[config.mk]
export PLATFORM = sky130hd
export DESIGN_NAME = alu_normalizer_flat
export DESIGN_NICKNAME = d
export VERILOG_FILES = /design/src/rtl/alu_normalizer_if.sv /design/src/rtl/alu_normalizer.sv /design/src/flat_wrapper.sv
export SDC_FILE = /design/constraint.sdc
export NUM_CORES = 1
export LEC_CHECK = 0
export ABC_AREA = 1
export BUFFER_PORTS_ARGS = -buffer_cell sky130_fd_sc_hd__buf_2
export CORE_ASPECT_RATIO = 0.9
export CORE_UTILIZATION = 41
export CTS_CLUSTER_DIAMETER = 30
export DETAILED_ROUTE_END_ITERATION = 12
export MAX_ROUTING_LAYER = met4
export REMOVE_ABC_BUFFERS = 1
export SLEW_MARGIN = 0
export SYNTH_ARGS = -nofsm -noshare
export SYNTH_HDL_FRONTEND = slang
export SYNTH_SLANG_ARGS = --single-unit
[constraint.sdc]
create_clock -name clk -period 1.4 [get_ports clk]
set_input_delay 0.21 -clock clk [delete_from_list [all_inputs] [get_ports clk]]
set_output_delay 0.21 -clock clk [all_outputs]
set_load 0.1 [all_outputs]
[src/rtl/alu_normalizer_if.sv]
// Start/busy/done handshake and data bus between the control unit and the ALU normalizer.
interface alu_normalizer_if #(
  parameter int WIDTH = 32,
  parameter int SH_W  = 6
);
  logic             start;
  logic [WIDTH-1:0] a;
  logic             sign_mode;
  logic             busy;
  logic             done;
  logic [WIDTH-1:0] result;
  logic [SH_W-1:0]  shamt;
  logic             zero;

  modport master (output start, a, sign_mode, input busy, done, result, shamt, zero);
  modport slave  (input start, a, sign_mode, output busy, done, result, shamt, zero);
endinterface

[src/rtl/alu_normalizer.sv]
// Multi-cycle normalizer: finds the left-shift that normalizes an operand (unsigned or signed).
// Define ALU_NORMALIZER_FAST_EN to allow 4-bit steps when the top bits show it is safe.
module alu_normalizer #(
  parameter int WIDTH = 32,
  parameter int SH_W  = 6
) (
  input  logic              clk,
  input  logic              reset_n,
  alu_normalizer_if.slave   bus
);

  localparam logic [1:0] ST_IDLE  = 2'd0;
  localparam logic [1:0] ST_SHIFT = 2'd1;
  localparam logic [1:0] ST_DONE  = 2'd2;

  logic [1:0]       state_reg;
  logic [WIDTH-1:0] work_reg;
  logic [SH_W-1:0]  cnt_reg;
  logic             mode_reg;
  logic [WIDTH-1:0] result_reg;
  logic [SH_W-1:0]  shamt_reg;
  logic             zero_reg;

  logic             is_norm;
  logic [SH_W-1:0]  step;
  logic [WIDTH-1:0] work_shift;

  // Signed operands are normalized once the sign bit differs from the bit below it.
  assign is_norm = mode_reg ? (work_reg[WIDTH-1] ^ work_reg[WIDTH-2]) : work_reg[WIDTH-1];

`ifdef ALU_NORMALIZER_FAST_EN
  logic [3:0] top_eq;
  logic       big_step;

  genvar gi;
  generate
    for (gi = 0; gi < 4; gi++) begin : g_top_eq
      assign top_eq[gi] = (work_reg[WIDTH-1-gi] == work_reg[WIDTH-2-gi]);
    end
  endgenerate

  // Four redundant leading bits guarantee at least four more single steps would follow.
  assign big_step   = mode_reg ? (&top_eq) : (work_reg[WIDTH-1 -: 4] == 4'b0000);
  assign step       = big_step ? SH_W'(4) : SH_W'(1);
  assign work_shift = big_step ? (work_reg << 4) : (work_reg << 1);
`else
  assign step       = SH_W'(1);
  assign work_shift = work_reg << 1;
`endif

  always_ff @(posedge clk or negedge reset_n) begin
    if (!reset_n) begin
      state_reg  <= ST_IDLE;
      work_reg   <= '0;
      cnt_reg    <= '0;
      mode_reg   <= 1'b0;
      result_reg <= '0;
      shamt_reg  <= '0;
      zero_reg   <= 1'b0;
    end else begin
      case (state_reg)
        ST_IDLE, ST_DONE: begin
          if (bus.start) begin
            work_reg  <= bus.a;
            cnt_reg   <= '0;
            mode_reg  <= bus.sign_mode;
            state_reg <= ST_SHIFT;
          end else begin
            state_reg <= ST_IDLE;
          end
        end
        ST_SHIFT: begin
          if (work_reg == '0) begin
            result_reg <= '0;
            shamt_reg  <= SH_W'(WIDTH);
            zero_reg   <= 1'b1;
            state_reg  <= ST_DONE;
          end else if (is_norm) begin
            result_reg <= work_reg;
            shamt_reg  <= cnt_reg;
            zero_reg   <= 1'b0;
            state_reg  <= ST_DONE;
          end else begin
            work_reg <= work_shift;
            cnt_reg  <= cnt_reg + step;
          end
        end
        default: state_reg <= ST_IDLE;
      endcase
    end
  end

  assign bus.busy   = (state_reg == ST_SHIFT);
  assign bus.done   = (state_reg == ST_DONE);
  assign bus.result = result_reg;
  assign bus.shamt  = shamt_reg;
  assign bus.zero   = zero_reg;

endmodule

[src/flat_wrapper.sv]
// flat-port wrapper written by rule: the top's interface ports become plain ports
module alu_normalizer_flat 
#(
  parameter int WIDTH = 32,
  parameter int SH_W  = 6
)
  (clk, reset_n, bus_start, bus_a, bus_sign_mode, bus_busy, bus_done, bus_result, bus_shamt, bus_zero);
  alu_normalizer_if #(.WIDTH(WIDTH), .SH_W(SH_W)) bus_i ();
  input  logic clk;
  input  logic reset_n;
  input wire logic [$bits(bus_i.start)-1:0] bus_start;
  input wire logic [$bits(bus_i.a)-1:0] bus_a;
  input wire logic [$bits(bus_i.sign_mode)-1:0] bus_sign_mode;
  output wire logic [$bits(bus_i.busy)-1:0] bus_busy;
  output wire logic [$bits(bus_i.done)-1:0] bus_done;
  output wire logic [$bits(bus_i.result)-1:0] bus_result;
  output wire logic [$bits(bus_i.shamt)-1:0] bus_shamt;
  output wire logic [$bits(bus_i.zero)-1:0] bus_zero;
  assign bus_i.start = bus_start;
  assign bus_i.a = bus_a;
  assign bus_i.sign_mode = bus_sign_mode;
  assign bus_busy = bus_i.busy;
  assign bus_done = bus_i.done;
  assign bus_result = bus_i.result;
  assign bus_shamt = bus_i.shamt;
  assign bus_zero = bus_i.zero;
  alu_normalizer #(.WIDTH(WIDTH), .SH_W(SH_W)) u_core (.clk(clk), .reset_n(reset_n), .bus(bus_i));
endmodule
==> run_results.csv <==
group,metric,value,unit
critical_path,critical_path_required,1.69,ns
timing,worst_pin_slew,0.490,ns
die,die_y,97.1,µm
placement,hpwlAfterDp,7270,µm
die,ios,77,
hold_path,hold_class,"in2reg",
clock_network,cts_max_level,3,
critical_path,crit_path_frequent_cell,"nand2_1",
critical_path,cpPeakStageDelay,0.40,ns
critical_path,rr_worst_depth,11,
synthesis,synth-edff-count,0,
timing,grt_setup_unrepaired,"true",
clock_network,clk_latency,0.35,ns
placement,port_buffers,76,
synthesis,ys_seq_area_frac,0.486,
cells_and_area,nNetsFinal,691,
timing,period_share,1.15,
timing,setup_ws,-0.213,ns
critical_path,reg2reg_slack,-0.21,ns
die,row_count,34,
die,initial_core_util,0.425,
critical_path,worstReg2RegEnd,"u_core.work_reg[18]",
critical_path,worstPathArrival,1.90,ns
synthesis,yosys_warnings,0,
global_route,grt_usage,0.238,
synthesis,netlist_area,0.00412,mm²
timing,period_needed,1.61,ns
critical_path,slowest_stage,"dfrtp_1",
global_route,grt_antenna_before_repair,0,
timing,hold_ws,0.0872,ns
status,status,"finished with violations",
run,drv_cap,0,
critical_path,path_max_fanout,7,
die,core_area,0.00970,mm²
timing,maxSlewViolCount,0,
timing,setup_viol,81,
cells_and_area,antenna_cells,0,
route,vias_per_cell,5.26,
synthesis,ys_async_sr_fraction,1.00,
route,route.vias.total,4111,
critical_path,cp-end-kind,"register",
timing,fmax,0.620,GHz
route,totalWireLength,11900,µm
clock_network,cts-root-buf,"clkbuf_8",
clock_network,cts_tree,"done",
synthesis,synth_cells,534,
route,wl_per_cell,15.2,µm
critical_path,endpoint,"u_core.work_reg[18]",
global_route,grt_pass1_vias,3930,
global_route,grt_first_pass_wirelength,19100,µm
route,drt_first_iter_violations,231,
die,die_area,0.0104,mm²
synthesis,ys_seq_elements,80,
critical_path,worstReg2RegStart,"u_core.work_reg[30]",
hold_path,hold_depth,3,
critical_path,start_kind,"register",
clock_network,cts_buffer_depth,2,
synthesis,synth_ff_type,"dfrtp_1",
clock_network,cts-buffers-inserted,9,
timing,hold_viol_final,0,
timing,max-slew-margin-rel,0.676,
route,drc_errors,0,
critical_path,path_cells,"inv_2 > ha_4 > nand2_1 > nor2_1 > nand2_1 > nor2_2 > nand2_4 > nand3_4 > clkbuf_16 > nand3_2 > nand2_1",
timing,fin_skew,0.00823,ns
die,die_w,108,µm
status,violations,"negative setup slack",
cells_and_area,drive_gt1_frac,0.351,
clock_network,clk_pin_slew,0.08,ns
critical_path,startpoint,"u_core.work_reg[30]",
placement,place.gp.congestion,0.773,
global_route,grt_max_degree,41,
cells_and_area,area_delta_synth_final,40.4,%
route,antenna_left,0,
synthesis,synth.distinct_cells,24,
global_route,overflow,0,
clock_network,clkSinkCount,80,
route,firstDrtPassIters,4,
synthesis,synth.avg_cell_area,7.71,µm²
critical_path,critPathKind,"reg2reg",
## kinds of logic (layout without fill, tap and decap cells)
| group | Yosys count | in the layout | synth area share |
|---|---|---|---|
| XOR/XNOR | 3 | 3 | 0.00638 |
| adder cells (fa/ha/maj) | 2 | 2 | 0.00608 |
| flip-flops | 80 | 80 | 0.486 |
| AND/OR/NAND/NOR | 345 | 345 | 0.374 |
| AO/OA/AOI/OAI | 34 | 34 | 0.0450 |
| buffers and inverters | 70 | 191 | 0.0827 |
## cells in the mapped netlist, drive strengths merged (2+ instances only)
cell type  instances  area, µm²
nor2              40        160
dfrtp             80       2000
nand4             43        269
nand3             81        418
clkbuf            11       41.3
nand2            180        686
o21ai             33        176
buf               27        179
ha                 2       25.0
xor2               2       17.5
inv               32        120
## worst max-delay path, delay by kind of cell (launching register included)
family / cells / cell delay, ns
fa+ha+maj: 1 / 0.13
buf+inv: 2 / 0.28
flops: 1 / 0.40
simple gates: 8 / 0.74
## layout by cell type (no fill, tap or decap), types with 2 or more instances in the layout
master and instances:
buf_12 14, buf_2 62, buf_4 48, buf_6 4, bufinv_16 2, clkbuf_16 4, clkbuf_4 11, clkbuf_8 9
dfrtp_1 80, inv_1 24, inv_2 7, nand2_1 173, nand2_2 4, nand2_4 3, nand3_1 39, nand3_2 40
nand3_4 2, nand4_1 43, nor2_1 31, nor2_2 8, o21ai_1 28, o21ai_2 3, xor2_1 2
## through the flow
step	utilization	area (µm²)	setup TNS [ns]	instances	setup slack, ns
6_report	0.596	5780	-11.99	781	-0.213
4_1_cts	0.549	5320	-11.12	771	-0.192
5_1_grt	0.596	5780	-20.95	781	-0.321
3_3_place_gp	0.521	5050	-9.65	755	-0.158
2_1_floorplan	-	3900	-169.38	496	-2.19
3_5_place_dp	0.521	5050	-10.25	755	-0.189
## per-layer routing
layer / up-vias / track usage / share of wire
met5: - / - / 0
met4: 0 / 0.0811 / 0.016
met3: 20 / 0.0389 / 0.046
met2: 120 / 0.372 / 0.48
met1: 1978 / 0.313 / 0.46
li1: 1993 / - / -
## how the worst min path moves through the flow
stage | start | end | slack, ns
2_1_floorplan | reset_n | u_core.bus.result[0] | -0.09
3_3_place_gp | reset_n | u_core.state_reg[0] | 0.15
3_5_place_dp | reset_n | u_core.state_reg[0] | 0.16
4_1_cts | bus_a[0] | u_core.work_reg[0] | 0.08
5_1_grt | bus_a[0] | u_core.work_reg[0] | 0.07
6_report | bus_a[0] | u_core.work_reg[0] | 0.09
## layout make-up
cell class                 instances  area (µm²)
tap                              126         158
timing repair buffer             146        1250
clock buffer                       9         124
multi-input combinational        384        2050
fill                             911        3920
sequential                        80        2000
clock inverter                     4        72.6
inverter                          32         123
## repair_timing
item,in CTS,in global routing
cloned,1,4
pin swaps,1,29
endpoints found under the hold margin,22,0
setup buffers,1,6
hold buffers,1,0
endpoints found under the setup margin,81,87
gates resized for setup,9,104
Power is not shown: default switching activity piles up to over one toggle a cycle in this logic, so the estimate is an artifact.
